**config.mk**
```make
export PLATFORM = sky130hd
export DESIGN_NAME = serial_subtractor
export DESIGN_NICKNAME = d
export VERILOG_FILES = /design/src/rtl/serial_subtractor_pkg.sv /design/src/rtl/serial_subtractor_full_subtractor.sv /design/src/rtl/serial_subtractor.sv
export SDC_FILE = /design/constraint.sdc
export NUM_CORES = 1
export LEC_CHECK = 0
export ABC_AREA = 1
export CORE_MARGIN = 3
export CORE_UTILIZATION = 39
export DETAILED_ROUTE_END_ITERATION = 8
export PLACE_DENSITY = 0.62
export SLEW_MARGIN = 25
export SYNTH_ARGS = -nofsm -noshare
export SYNTH_HDL_FRONTEND = slang
export SYNTH_SLANG_ARGS = --single-unit
```
**constraint.sdc**
```tcl
create_clock -name clk -period 1.15 [get_ports clk]
set_input_delay 0.115 -clock clk [delete_from_list [all_inputs] [get_ports clk]]
set_output_delay 0.115 -clock clk [all_outputs]
set_load 0.05 [all_outputs]
```
**src/rtl/serial_subtractor_pkg.sv**
```systemverilog
// Shared definitions for the bit-serial subtractor.
//   state_e       : control FSM encoding (IDLE, SHIFT, DONE), 2 bits wide
//   DEFAULT_WIDTH : default operand/result width
package serial_sub_pkg;

    localparam int DEFAULT_WIDTH = 8;

    typedef enum logic [1:0] {
        IDLE  = 2'd0,
        SHIFT = 2'd1,
        DONE  = 2'd2
    } state_e;

endpackage

```
**src/rtl/serial_subtractor_full_subtractor.sv**
```systemverilog
// One-bit full subtractor: computes a - b - bin.
// Ports:
//   a    in  1  minuend bit
//   b    in  1  subtrahend bit
//   bin  in  1  borrow in
//   d    out 1  difference bit
//   bout out 1  borrow out (set when a < b + bin)
module full_subtractor (
    input  logic a,
    input  logic b,
    input  logic bin,
    output logic d,
    output logic bout
);

    always_comb begin
        d    = a ^ b ^ bin;
        // Borrow when a=0,b=1, or when a==b and a borrow is already pending.
        bout = (~a & b) | (~(a ^ b) & bin);
    end

endmodule

```
**src/rtl/serial_subtractor.sv**
```systemverilog
// Bit-serial WIDTH-bit subtractor: D = A - B - Bin, processed LSB first,
// one bit per clock, through a single full-subtractor cell.
// Ports:
//   clk    in  1      rising-edge clock
//   rst_n  in  1      asynchronous active-low reset
//   start  in  1      operation request (taken in IDLE or DONE only)
//   A      in  WIDTH  minuend, captured on an accepted start
//   B      in  WIDTH  subtrahend, captured on an accepted start
//   Bin    in  1      borrow-in, captured on an accepted start
//   busy   out 1      high while in SHIFT
//   done   out 1      one-cycle pulse in DONE; D/Bout were just updated
//   D      out WIDTH  registered difference, held until the next completion
//   Bout   out 1      registered borrow-out beyond the MSB, held like D
//
// Handshake: a request is accepted on any rising edge where start=1 while
// the FSM is in IDLE or DONE; operands are captured on that same edge and
// may change afterwards. busy is then high for exactly WIDTH cycles, during
// which start is ignored (no queueing). done is high for exactly one cycle
// following the completion edge; a start seen during that cycle is accepted,
// giving back-to-back throughput of one result every WIDTH+1 cycles.
import serial_sub_pkg::*;

module serial_subtractor #(
    parameter int WIDTH = DEFAULT_WIDTH
) (
    input  logic             clk,
    input  logic             rst_n,
    input  logic             start,
    input  logic [WIDTH-1:0] A,
    input  logic [WIDTH-1:0] B,
    input  logic             Bin,
    output logic             busy,
    output logic             done,
    output logic [WIDTH-1:0] D,
    output logic             Bout
);

    localparam int CW = $clog2(WIDTH);
    localparam logic [CW-1:0] CNT_LAST = CW'(WIDTH - 1);

    state_e           state_q, state_d;
    logic [WIDTH-1:0] a_sr_q, a_sr_d;
    logic [WIDTH-1:0] b_sr_q, b_sr_d;
    // Only the upper WIDTH-1 difference bits are kept between cycles: on each
    // shift the oldest bit would drop off the bottom, so bit 0 is never needed.
    logic [WIDTH-2:0] d_sr_q, d_sr_d;
    logic             brw_q, brw_d;
    logic [CW-1:0]    cnt_q, cnt_d;
    logic [WIDTH-1:0] res_q, res_d;
    logic             bout_q, bout_d;

    logic             fs_d;
    logic             fs_bout;
    logic [WIDTH-1:0] shift_word;

    full_subtractor u_fs (
        .a    (a_sr_q[0]),
        .b    (b_sr_q[0]),
        .bin  (brw_q),
        .d    (fs_d),
        .bout (fs_bout)
    );

    // Difference word as it stands after this cycle's bit is shifted in.
    assign shift_word = {fs_d, d_sr_q};

    always_comb begin
        state_d = state_q;
        a_sr_d  = a_sr_q;
        b_sr_d  = b_sr_q;
        d_sr_d  = d_sr_q;
        brw_d   = brw_q;
        cnt_d   = cnt_q;
        res_d   = res_q;
        bout_d  = bout_q;

        case (state_q)
            IDLE, DONE: begin
                if (start) begin
                    a_sr_d  = A;
                    b_sr_d  = B;
                    brw_d   = Bin;
                    cnt_d   = CNT_LAST;
                    state_d = SHIFT;
                end else begin
                    state_d = IDLE;
                end
            end
            SHIFT: begin
                a_sr_d = a_sr_q >> 1;
                b_sr_d = b_sr_q >> 1;
                d_sr_d = shift_word[WIDTH-1:1];
                brw_d  = fs_bout;
                if (cnt_q == '0) begin
                    res_d   = shift_word;
                    bout_d  = fs_bout;
                    state_d = DONE;
                end else begin
                    cnt_d = cnt_q - CW'(1);
                end
            end
            default: begin
                state_d = IDLE;
            end
        endcase
    end

    always_ff @(posedge clk or negedge rst_n) begin
        if (!rst_n) begin
            state_q <= IDLE;
            a_sr_q  <= '0;
            b_sr_q  <= '0;
            d_sr_q  <= '0;
            brw_q   <= 1'b0;
            cnt_q   <= '0;
            res_q   <= '0;
            bout_q  <= 1'b0;
        end else begin
            state_q <= state_d;
            a_sr_q  <= a_sr_d;
            b_sr_q  <= b_sr_d;
            d_sr_q  <= d_sr_d;
            brw_q   <= brw_d;
            cnt_q   <= cnt_d;
            res_q   <= res_d;
            bout_q  <= bout_d;
        end
    end

    assign busy = (state_q == SHIFT);
    assign done = (state_q == DONE);
    assign D    = res_q;
    assign Bout = bout_q;

endmodule
```
==> flow_metrics.env <==
export IMPL_ys_seq_area_share_pct=50.80
export IMPL_critical_path_class="flip-flop to primary output"
export IMPL_synth_area_leaders="dfrtp_1 51%, nand2_1 19%, inv_1 9.4%"
export IMPL_drive_gt1_share_pct=30.10
export IMPL_dp_hpwl_um=2491
export IMPL_synth_area_um2=1872
export IMPL_rows=24
export IMPL_firstDrtPassIters=4
export IMPL_grt_usage_pct=14.76
export IMPL_vias=1540
export IMPL_gp_congestion=0.7427
export IMPL_syn_avg_cell_area_um2=7.999
export IMPL_wirelength_um=4018
export IMPL_cts_tree="built"
export IMPL_grt_ovfl_total=0
export IMPL_grt_pass1_wl_um=6175
export IMPL_cp_end_kind="primary output"
export IMPL_start_util_pct=41.56
export IMPL_synthCells=234
export IMPL_syn_to_final_growth_pct=52.34
export IMPL_hold_viol_final=0
export IMPL_die_h_um=75.28
export IMPL_cts_buffer_depth=2
export IMPL_worst_slew_pin_slew_ns=0.2105
export IMPL_wl_per_cell_um=11.78
export IMPL_finish_utilization_pct=63.31
export IMPL_fp_dieArea_um2=5667
export IMPL_period_minus_slack_ns=1.237
export IMPL_core_area_um2=4504
export IMPL_drc_errors=0
export IMPL_power_density_nw_per_um2=3220
export IMPL_fmax_mhz=808.3
export IMPL_leakage_uw=0.001494
export IMPL_finalSetupViolCount=19
export IMPL_cts_sinks=38
export IMPL_yosysMostFrequentCell="nand2_1"
export IMPL_synth_edf_count=0
export IMPL_antenna_found_initial=0
export IMPL_required_ns=1.03
export IMPL_grt_max_degree=39
export IMPL_drt_iter0_drc=78
export IMPL_vias_per_cell=4.516
export IMPL_synth_top_flop_cell="dfrtp_1"
export IMPL_start_kind="flip-flop"
export IMPL_grt_pass1_vias=1402
export IMPL_fillers=377
export IMPL_setup_ws_ns=-0.08723
export IMPL_whs_ns=0.3113
export IMPL_synth_top_area_share_pct=50.80
export IMPL_ant_nets=0
export IMPL_fp_dieW_um=75.28
export IMPL_cts_buffers=5
export IMPL_nets=311
export IMPL_worstSkewPairLatency_ns=0.29
export IMPL_yosysWarnings=0
export IMPL_rsz0062_at_grt="true"
export IMPL_h_tree_depth=2
export IMPL_final_max_slew_viol_count=0
export IMPL_status="complete, but fails checks"
export IMPL_ioPinCount=31
export IMPL_fin_tns_setup_ns=-0.8148
export IMPL_synthTopCellsByCount="93 x nand2_1, 47 x inv_1, 38 x dfrtp_1"
export IMPL_finClkSkew_ns=0.004492
export IMPL_ys_types=17
export IMPL_max_slew_margin_pct=85.97
export IMPL_hold_class="input pin to asynchronous set/reset pin"
export IMPL_numPortBuffers=30
export IMPL_synthArstFlopShare_pct=100.0
export IMPL_arrival_ns=1.12
export IMPL_ys_seq_elements=38
export IMPL_dp_slack_ns=-0.04324
export IMPL_finalCritPeriodShare_pct=107.6
export IMPL_syn_nets=257
export IMPL_peakVddDrop_uv=1417
export IMPL_yosys_area_top_type="dfrtp_1"
export IMPL_antennaDiodeCount=0
export IMPL_drv_cap=0
export IMPL_violations="setup timing"
export IMPL_cts_clk_slew_worst_paths_ns=0.07
export IMPL_root_buffer="clkbuf_8"
export IMPL_path_max_fanout=2
-- power breakdown --
| group | internal [uW] | leakage, uW | switching (uW) | total, uW |
|---|---|---|---|---|
| combinational | 2480 | 0.000953 | 2810 | 5290 |
| clock | 925 | 0.0000714 | 479 | 1400 |
| sequential | 1990 | 0.000470 | 500 | 2490 |
-- through the flow --
stage | cells | total power [uW] | cell area (um2)
after floorplan | 234 | 5254 | 1892
after global placement | 322 | 6856 | 2450
after detailed placement | 322 | 6916 | 2450
after CTS | 335 | 8698 | 2678
after global routing | 341 | 9854 | 2851
final | 341 | 9183 | 2851
-- per-layer routing --
| metal | vias up | wire length (um) | GRT usage [%] |
|---|---|---|---|
| li1 | 798 | - | - |
| met1 | 708 | 1909 | 18.70 |
| met2 | 23 | 1850 | 22.44 |
| met3 | 11 | 139 | 3.738 |
| met4 | 0 | 119 | 9.320 |
| met5 | - | 0 | 0 |
-- sequential cells by signal (all words and copies together), names as in the netlist --
register and cells:
cnt_q 3, Bout 1, state_q 2, a_sr_q 8, d_sr_q 7, D 8, brw_q 1, b_sr_q 8
-- kinds of logic (layout without fill, tap and decap cells) --
family | count (synthesis) | in the layout | synth area share [%]
adder cells (fa/ha/maj) | 3 | 3 | 2.406
AND/OR/NAND/NOR | 119 | 119 | 26.40
buffers and inverters | 57 | 112 | 14.24
flip-flops | 38 | 38 | 50.80
AO/OA/AOI/OAI | 17 | 17 | 6.150
-- critical path: stages, from the launching register on --
cell and delay, ns:
dfrtp_1 0.41, inv_2 0.08, buf_6 0.12, nor2_4 0.09, buf_12 0.14
-- layout by cell type, fill, tap and decap left out --
master and n:
inv_1 38, o21ai_0 8, buf_6 6, clkdlybuf4s50_1 18, buf_12 16, fa_2 1
inv_6 1, inv_2 10, ha_4 2, nand2_1 82, bufinv_16 2, dfrtp_1 38
o21ai_2 9, buf_4 11, buf_2 1, nand2_4 13, nand3_1 16, nor2_4 3
nand2_2 4, clkbuf_8 6, clkbuf_16 2, dlygate4sd3_1 1, nor2_1 1
-- final cells by class --
cell class / count / area (um2) / area share [%]
clock buffer: 6 / 82.58 / 2.896
multi-input combinational: 139 / 788.3 / 27.64
inverter: 49 / 188.9 / 6.626
timing repair buffer: 55 / 715.7 / 25.10
sequential: 38 / 950.9 / 33.35
tap: 52 / 65.06 / 2.282
clock inverter: 2 / 60.06 / 2.106
-- worst paths after layout --
path / slack [ns] / cells after the start / to / startpoint
max reg2reg: -0.06 / 8 / D[1] / cnt_q[1]
min in group clk: 0.42 / 3 / a_sr_q[7] / A[7]
max in group asynchronous: 0.65 / 3 / a_sr_q[6] / rst_n
min reg2reg: 0.47 / 2 / D[0] / d_sr_q[0]
max: -0.09 / 4 / done / state_q[1]
min: 0.31 / 3 / a_sr_q[4] / rst_n
-- repair_timing --
| item | 4_1_cts | 5_1_grt |
|---|---|---|
| setup endpoints to repair | 14 | 32 |
| hold endpoints to repair | 38 | 0 |
| buffers inserted | 4 | 3 |
| resized for setup | 19 | 21 |
| pin swaps | 4 | 5 |
| cloned | 0 | 3 |
| hold buffers | 1 | 0 |
No activity file was read; power rests on OpenSTA's default activity.
